**config.mk**
```make
export PLATFORM = sky130hd
export DESIGN_NAME = tdm_voice_sequencer_flat
export DESIGN_NICKNAME = d
export VERILOG_FILES = /design/src/rtl/tdm_voice_sequencer_pkg.sv /design/src/rtl/tdm_voice_sequencer_if.sv /design/src/rtl/tdm_voice_sequencer_wave_shaper.sv /design/src/rtl/tdm_voice_sequencer.sv /design/src/flat_wrapper.sv
export SDC_FILE = /design/constraint.sdc
export NUM_CORES = 1
export LEC_CHECK = 0
export ABC_AREA = 0
export CORE_AREA = 5 5 136 203
export CTS_BUF_LIST = sky130_fd_sc_hd__clkbuf_8
export DETAILED_ROUTE_END_ITERATION = 8
export DIE_AREA = 0 0 141 208
export PLACE_DENSITY = 0.72
export REMOVE_ABC_BUFFERS = 1
export SLEW_MARGIN = 20
export SYNTH_ARGS = -nofsm -noshare
export SYNTH_HDL_FRONTEND = slang
export SYNTH_SLANG_ARGS = --single-unit
```
**constraint.sdc**
```tcl
create_clock -name dsp_clk -period 8.9 [get_ports dsp_clk]
set_input_delay 1.78 -clock dsp_clk [delete_from_list [all_inputs] [get_ports dsp_clk]]
set_output_delay 1.78 -clock dsp_clk [all_outputs]
set_load 0.02 [all_outputs]
```
**src/rtl/tdm_voice_sequencer_pkg.sv**
```systemverilog
// Shared constants and FSM encoding for the TDM voice sequencer.
package tdm_pkg;

  localparam int unsigned NUM_VOICES_DEF = 4;

  localparam logic WAVE_SAW    = 1'b0;
  localparam logic WAVE_SQUARE = 1'b1;

  localparam logic [15:0] FIX15_MAX = 16'h7FFF;

  localparam int unsigned IDLE_CHAN = NUM_VOICES_DEF - 1;

  typedef enum logic [0:0] {
    StIdle,
    StRun
  } state_e;

endpackage

```
**src/rtl/tdm_voice_sequencer_if.sv**
```systemverilog
// Voice configuration valid/ready channel.
interface tdm_voice_sequencer_if #(
  parameter int unsigned CHANBITS = 2,
  parameter int unsigned PHASE_W  = 24
);

  logic                cfg_valid;
  logic                cfg_ready;
  logic [CHANBITS-1:0] cfg_voice;
  logic                cfg_gate;
  logic                cfg_wave;
  logic [PHASE_W-1:0]  cfg_inc;

  modport master (
    output cfg_valid,
    output cfg_voice,
    output cfg_gate,
    output cfg_wave,
    output cfg_inc,
    input  cfg_ready
  );

  modport slave (
    input  cfg_valid,
    input  cfg_voice,
    input  cfg_gate,
    input  cfg_wave,
    input  cfg_inc,
    output cfg_ready
  );

endinterface

```
**src/rtl/tdm_voice_sequencer_wave_shaper.sv**
```systemverilog
// Combinational phase-to-sample map: sawtooth from the phase MSBs, or a square wave.
module tdm_wave_shaper
  import tdm_pkg::*;
#(
  parameter int unsigned PHASE_W = 24,
  parameter int unsigned D_W     = 16
) (
  input  logic [PHASE_W-1:0] phase,
  input  logic               wave,
  output logic [D_W-1:0]     sample
);

  always_comb begin
    sample = '0;
    if (wave == WAVE_SQUARE) begin
      sample = phase[PHASE_W-1] ? D_W'(FIX15_MAX) : '0;
    end else begin
      sample = {1'b0, phase[PHASE_W-1 -: D_W-1]};
    end
  end

endmodule

```
**src/rtl/tdm_voice_sequencer.sv**
```systemverilog
// Sample-rate TDM source: on each tick, emits one registered slot per voice and advances
// that voice's phase accumulator.
module tdm_voice_sequencer
  import tdm_pkg::*;
#(
  parameter int unsigned NUM_VOICES = 4,
  parameter int unsigned CHANBITS   = 2,
  parameter int unsigned D_W        = 16,
  parameter int unsigned PHASE_W    = 24
) (
  input  logic                   dsp_clk,
  input  logic                   dsp_rst_n,
  input  logic                   sample_tick,
  tdm_voice_sequencer_if.slave   cfg,
  output logic [CHANBITS-1:0]    channel_out,
  output logic                   is_channel_enabled,
  output logic [D_W-1:0]         data_out_fix15_u16,
  output logic                   busy,
  output logic                   tick_overrun
);

  localparam logic [CHANBITS-1:0] LastSlot = CHANBITS'(NUM_VOICES - 1);

  state_e              state_q;
  logic [CHANBITS-1:0] slot_q;

  logic [PHASE_W-1:0] phase_q [NUM_VOICES];
  logic [PHASE_W-1:0] inc_q   [NUM_VOICES];
  logic               gate_q  [NUM_VOICES];
  logic               wave_q  [NUM_VOICES];

  logic                cfg_fire;
  logic                emit;
  logic [CHANBITS-1:0] emit_idx;
  logic                fwd;
  logic                eff_gate;
  logic                eff_wave;
  logic [PHASE_W-1:0]  eff_inc;
  logic [PHASE_W-1:0]  eff_phase;
  logic [D_W-1:0]      shaped;

  assign cfg.cfg_ready = (state_q == StIdle);
  assign cfg_fire      = cfg.cfg_valid && cfg.cfg_ready;
  assign busy          = (state_q == StRun);

  // slot_q names the slot currently on the outputs; the next edge loads emit_idx.
  always_comb begin
    emit     = 1'b0;
    emit_idx = '0;
    if (state_q == StIdle) begin
      emit = sample_tick;
    end else if (slot_q != LastSlot) begin
      emit     = 1'b1;
      emit_idx = slot_q + 1'b1;
    end
  end

  // Slot 0 can be emitted on the same edge a config lands, so forward the new values.
  always_comb begin
    fwd       = cfg_fire && (cfg.cfg_voice == emit_idx);
    eff_gate  = fwd ? cfg.cfg_gate : gate_q[emit_idx];
    eff_wave  = fwd ? cfg.cfg_wave : wave_q[emit_idx];
    eff_inc   = fwd ? cfg.cfg_inc  : inc_q[emit_idx];
    eff_phase = (fwd && cfg.cfg_gate) ? '0 : phase_q[emit_idx];
  end

  tdm_wave_shaper #(
    .PHASE_W (PHASE_W),
    .D_W     (D_W)
  ) u_shaper (
    .phase  (eff_phase),
    .wave   (eff_wave),
    .sample (shaped)
  );

  always_ff @(posedge dsp_clk) begin
    if (!dsp_rst_n) begin
      state_q            <= StIdle;
      slot_q             <= '0;
      channel_out        <= LastSlot;
      is_channel_enabled <= 1'b0;
      data_out_fix15_u16 <= '0;
      tick_overrun       <= 1'b0;
      for (int i = 0; i < NUM_VOICES; i++) begin
        phase_q[i] <= '0;
        inc_q[i]   <= '0;
        gate_q[i]  <= 1'b0;
        wave_q[i]  <= 1'b0;
      end
    end else begin
      if (cfg_fire) begin
        inc_q[cfg.cfg_voice]  <= cfg.cfg_inc;
        gate_q[cfg.cfg_voice] <= cfg.cfg_gate;
        wave_q[cfg.cfg_voice] <= cfg.cfg_wave;
        if (cfg.cfg_gate) begin
          phase_q[cfg.cfg_voice] <= '0;
        end
      end

      // Placed after the config write so a same-voice update overrides it.
      if (emit) begin
        phase_q[emit_idx]  <= eff_gate ? eff_phase + eff_inc : eff_phase;
        slot_q             <= emit_idx;
        channel_out        <= emit_idx;
        is_channel_enabled <= eff_gate;
        data_out_fix15_u16 <= eff_gate ? shaped : '0;
      end

      unique case (state_q)
        StIdle: begin
          if (sample_tick) begin
            state_q <= StRun;
          end
        end
        StRun: begin
          if (sample_tick) begin
            tick_overrun <= 1'b1;
          end
          if (slot_q == LastSlot) begin
            state_q            <= StIdle;
            channel_out        <= LastSlot;
            is_channel_enabled <= 1'b0;
            data_out_fix15_u16 <= '0;
          end
        end
        default: state_q <= StIdle;
      endcase
    end
  end

endmodule

```
**src/flat_wrapper.sv**
```systemverilog
// flat-port wrapper written by rule: the top's interface ports become plain ports
module tdm_voice_sequencer_flat import tdm_pkg::*;
#(
  parameter int unsigned NUM_VOICES = 4,
  parameter int unsigned CHANBITS   = 2,
  parameter int unsigned D_W        = 16,
  parameter int unsigned PHASE_W    = 24
)
  (dsp_clk, dsp_rst_n, sample_tick, channel_out, is_channel_enabled, data_out_fix15_u16, busy, tick_overrun, cfg_cfg_valid, cfg_cfg_voice, cfg_cfg_gate, cfg_cfg_wave, cfg_cfg_inc, cfg_cfg_ready);
  tdm_voice_sequencer_if #(.CHANBITS(CHANBITS), .PHASE_W(PHASE_W)) cfg_i ();
  input  logic dsp_clk;
  input  logic dsp_rst_n;
  input  logic sample_tick;
  output logic [CHANBITS-1:0] channel_out;
  output logic is_channel_enabled;
  output logic [D_W-1:0] data_out_fix15_u16;
  output logic busy;
  output logic tick_overrun;
  input wire logic [$bits(cfg_i.cfg_valid)-1:0] cfg_cfg_valid;
  input wire logic [$bits(cfg_i.cfg_voice)-1:0] cfg_cfg_voice;
  input wire logic [$bits(cfg_i.cfg_gate)-1:0] cfg_cfg_gate;
  input wire logic [$bits(cfg_i.cfg_wave)-1:0] cfg_cfg_wave;
  input wire logic [$bits(cfg_i.cfg_inc)-1:0] cfg_cfg_inc;
  output wire logic [$bits(cfg_i.cfg_ready)-1:0] cfg_cfg_ready;
  assign cfg_i.cfg_valid = cfg_cfg_valid;
  assign cfg_i.cfg_voice = cfg_cfg_voice;
  assign cfg_i.cfg_gate = cfg_cfg_gate;
  assign cfg_i.cfg_wave = cfg_cfg_wave;
  assign cfg_i.cfg_inc = cfg_cfg_inc;
  assign cfg_cfg_ready = cfg_i.cfg_ready;
  tdm_voice_sequencer #(.NUM_VOICES(NUM_VOICES), .CHANBITS(CHANBITS), .D_W(D_W), .PHASE_W(PHASE_W)) u_core (.dsp_clk(dsp_clk), .dsp_rst_n(dsp_rst_n), .sample_tick(sample_tick), .cfg(cfg_i), .channel_out(channel_out), .is_channel_enabled(is_channel_enabled), .data_out_fix15_u16(data_out_fix15_u16), .busy(busy), .tick_overrun(tick_overrun));
endmodule
```
==> flow_metrics.py <==
metrics = {
    "global_route": {
        "grt_pass1_wl_um": 49500,
        "first_global_vias": 8900,
        "antenna_found_initial": 0,
        "grt_use_total_pct": 21.4,
        "grt_overflow": 0,
        "met3_usage_pct": 2.39,
        "use_met1_pct": 25.6,
        "grt_max_degree": 51,
        "busiest_layer": "met2",
        "met2_usage_pct": 39.0,
    },
    "clock_network": {
        "cts_max_level": 2,
        "post-cts-setup-buffer-count": 0,
        "cts.clk_slew.worst_paths_ps": 60,
        "cts-root-buf": "clkbuf_8",
        "ctsLongestPathBuffers": 3,
        "cts_hold_buffers": 0,
        "cts.repair.resized": 0,
        "clk_latency_ps": 520,
        "cts_tree": "done",
        "cts_buffers": 34,
        "clock_sinks": 223,
    },
    "die": {
        "coreArea_um2": 25600,
        "fp.dieW_um": 141,
        "row_count": 72,
        "die_y_um": 208,
        "die-area_um2": 29300,
        "io_pins": 54,
        "start_util_pct": 44.4,
    },
    "critical_path": {
        "crit_type": "in2reg",
        "cp_slowest_cell": "and2_1",
        "critical-path-top-delay-family": "compound AO/OA/AOI/OAI gates",
        "worstPathRequired_ps": 9170,
        "arrival_ps": 6460,
        "slowest_delay_ps": 820,
        "cpMostUsedCell": "a21o_1",
        "crit_path_start_kind": "input pin",
        "cp-end-kind": "register",
        "worst-path-buf-inv": 1,
        "worstPathCellList": "clkdlybuf4s50_1 -> nor4b_4 -> and2_1 -> nor3_1 -> ha_1 -> a21o_1 -> a21o_1 -> a21o_1 -> a21o_1 -> a31oi_1 -> o31ai_4 -> a41oi_1 -> o21ai_2 -> nor4b_1 -> a211o_1",
        "worstPathMaxFanout": 20,
    },
    "placement": {
        "place_congestion": 0.961,
        "hpwl_um": 20900,
        "io_buffers": 53,
        "place_ws_ps": 2240,
    },
    "drt": {
        "final_antenna_net_count": 0,
        "drt_iter0_drc": 714,
        "drcViolationCount": 0,
        "via_per_inst": 5.98,
        "dr.pass1.iters": 5,
        "num_vias": 8685,
        "routedWlPerCell_um": 21.8,
        "wl_um": 31700,
    },
    "sta": {
        "rsz0062_at_grt": "no",
        "fin_crit_ps": 6190,
        "period_share_pct": 69.6,
        "hold_viol_final": 0,
        "fin_skew_ps": 14.4,
        "setup_tns_ps": 0,
        "worst_pin_slew_ps": 988,
        "setup_ws_ps": 2710,
        "max-slew-margin-rel_pct": 34.1,
        "fmax_ghz": 0.162,
        "final_max_slew_viol_count": 0,
        "setup_viol": 0,
    },
    "logic_synthesis": {
        "synth_xor_area_share_pct": 1.46,
        "ys_seq_elements": 223,
        "synth_mux_area_share_pct": 1.36,
        "synth_edf_count": 194,
        "synth_compound_area_share_pct": 17.1,
        "synthSimpleGateAreaFrac_pct": 17.8,
        "avgSynthCellArea_um2": 10.7,
        "synth.distinct_cells": 73,
        "ys.flop_type": "edfxtp_1",
        "synth_top_family_by_area": "simple AND/OR/NAND/NOR gates",
        "syn_area_um2": 11400,
        "ys_seq_area_share_pct": 56.3,
        "synthAdderAreaFrac_pct": 2.66,
        "synth_cells": 1059,
        "yosysWarnings": 0,
        "ys_async_sr_fraction_pct": 0,
    },
    "power": {
        "peakVddDrop_mv": 0.140,
        "p_leak_uw": 0.00492,
        "power_density_nw_per_um2": 201,
    },
    "finish": {
        "final_common_cell": "edfxtp_1",
        "nets": 1151,
        "mostFrequentLayoutCells": "194 x edfxtp_1, 110 x nor2_1, 89 x nand2_1",
        "area.growth.synth_to_final_pct": 13.4,
        "drive_above_1_share_pct": 8.40,
        "antenna_cells": 0,
    },
    "status": {
        "outcome": "completed",
    },
    "job": {
        "maxCapViolations": 0,
    },
    "hold_path": {
        "hold_class": "reg2reg",
    },
}
layer usage:
| metal | up-vias | wire length [µm] |
|---|---|---|
| li1 | 4033 | - |
| met1 | 4280 | 12000 |
| met2 | 309 | 16800 |
| met3 | 63 | 1860 |
| met4 | 0 | 984 |
| met5 | - | 0 |
cells by family (layout without fill, tap and decap cells):
group                      count (synthesis)  in the layout
and+or+nand+nor                          404            404
AOI/OAI and AO/OA                        280            280
buffers and inverters                     94            154
xor gates and xnor gates                  19             19
DFF                                      223            223
muxes                                     15             15
adders and majority gates                 24             24
worst min-delay path, delay by kind of cell (launching register included):
family             cells  cell delay (ps)
AOI/OAI and AO/OA      1               50
and+or+nand+nor        1               50
DFF                    1              310
registers in the layout (all words and copies together), names as in the netlist:
name	flops
u_core.slot_q	2
u_core.wave_q	4
u_core.data_out_fix15_u16	16
u_core.phase_q	96
u_core.inc_q	96
u_core.tick_overrun	1
u_core.channel_out	2
u_core.gate_q	4
u_core.is_channel_enabled	1
u_core.busy	1
final cells by class:
type                            count  area (µm²)
Fill cell                        2337       12700
Sequential cell                   223        6410
Multi-Input combinational cell    742        4630
Timing Repair Buffer               79         726
Clock buffer                       41         564
Tap cell                          333         417
Clock inverter                     17        92.6
Inverter                           17        63.8
Yosys cell counts (all sizes together) (15+ instances only):
library cell / number / share of area (%)
and3: 56 / 3.1
a211oi: 19 / 1.3
nand3: 16 / 0.70
o31ai: 19 / 1.4
edfxtp: 194 / 51
a22oi: 23 / 1.5
and2: 68 / 3.7
ha: 21 / 2.3
buf: 17 / 0.72
a31oi: 18 / 1.3
inv: 16 / 0.53
a21o: 15 / 0.99
o22ai: 59 / 3.2
dfxtp: 29 / 5.1
o21ai: 44 / 2.0
nand2: 91 / 3.0
clkbuf: 60 / 2.0
nor3: 17 / 0.75
a21oi: 46 / 2.0
nor2: 110 / 3.6
power breakdown:
part | leakage [µW] | switching [µW] | internal [µW]
clock | 0.000373 | 383 | 444
sequential | 0.00226 | 18.8 | 1200
combinational | 0.00229 | 354 | 191
stage by stage:
stage / instances / util (%) / total power, µW / hold slack, ps / area, µm²
finish: 1452 / 50.4 / 2590 / 455 / 12900
global route: 1452 / 50.4 / 2690 / 492 / 12900
floorplan: 982 / - / 1600 / 434 / 11100
global placement: 1394 / 47.8 / 1770 / 443 / 12200
detailed placement: 1394 / 47.8 / 1780 / 451 / 12200
CTS: 1452 / 50.4 / 2600 / 460 / 12900
worst paths after layout:
check                                          startpoint                                       to  cells past startpoint  slack (ps)
setup / recovery                         cfg_cfg_voice[0]      u_core.phase_q[3][21]$_SDFFCE_PN0P_                     15        2710
hold / removal    u_core.data_out_fix15_u16[4]$_SDFF_PN0_  u_core.data_out_fix15_u16[4]$_SDFF_PN0_                      2         450
setup reg to reg            u_core.slot_q[1]$_SDFFE_PN0P_      u_core.phase_q[3][21]$_SDFFCE_PN0P_                     16        3420
hold reg to reg   u_core.data_out_fix15_u16[4]$_SDFF_PN0_  u_core.data_out_fix15_u16[4]$_SDFF_PN0_                      2         450
(Power assumes the default switching activity.)
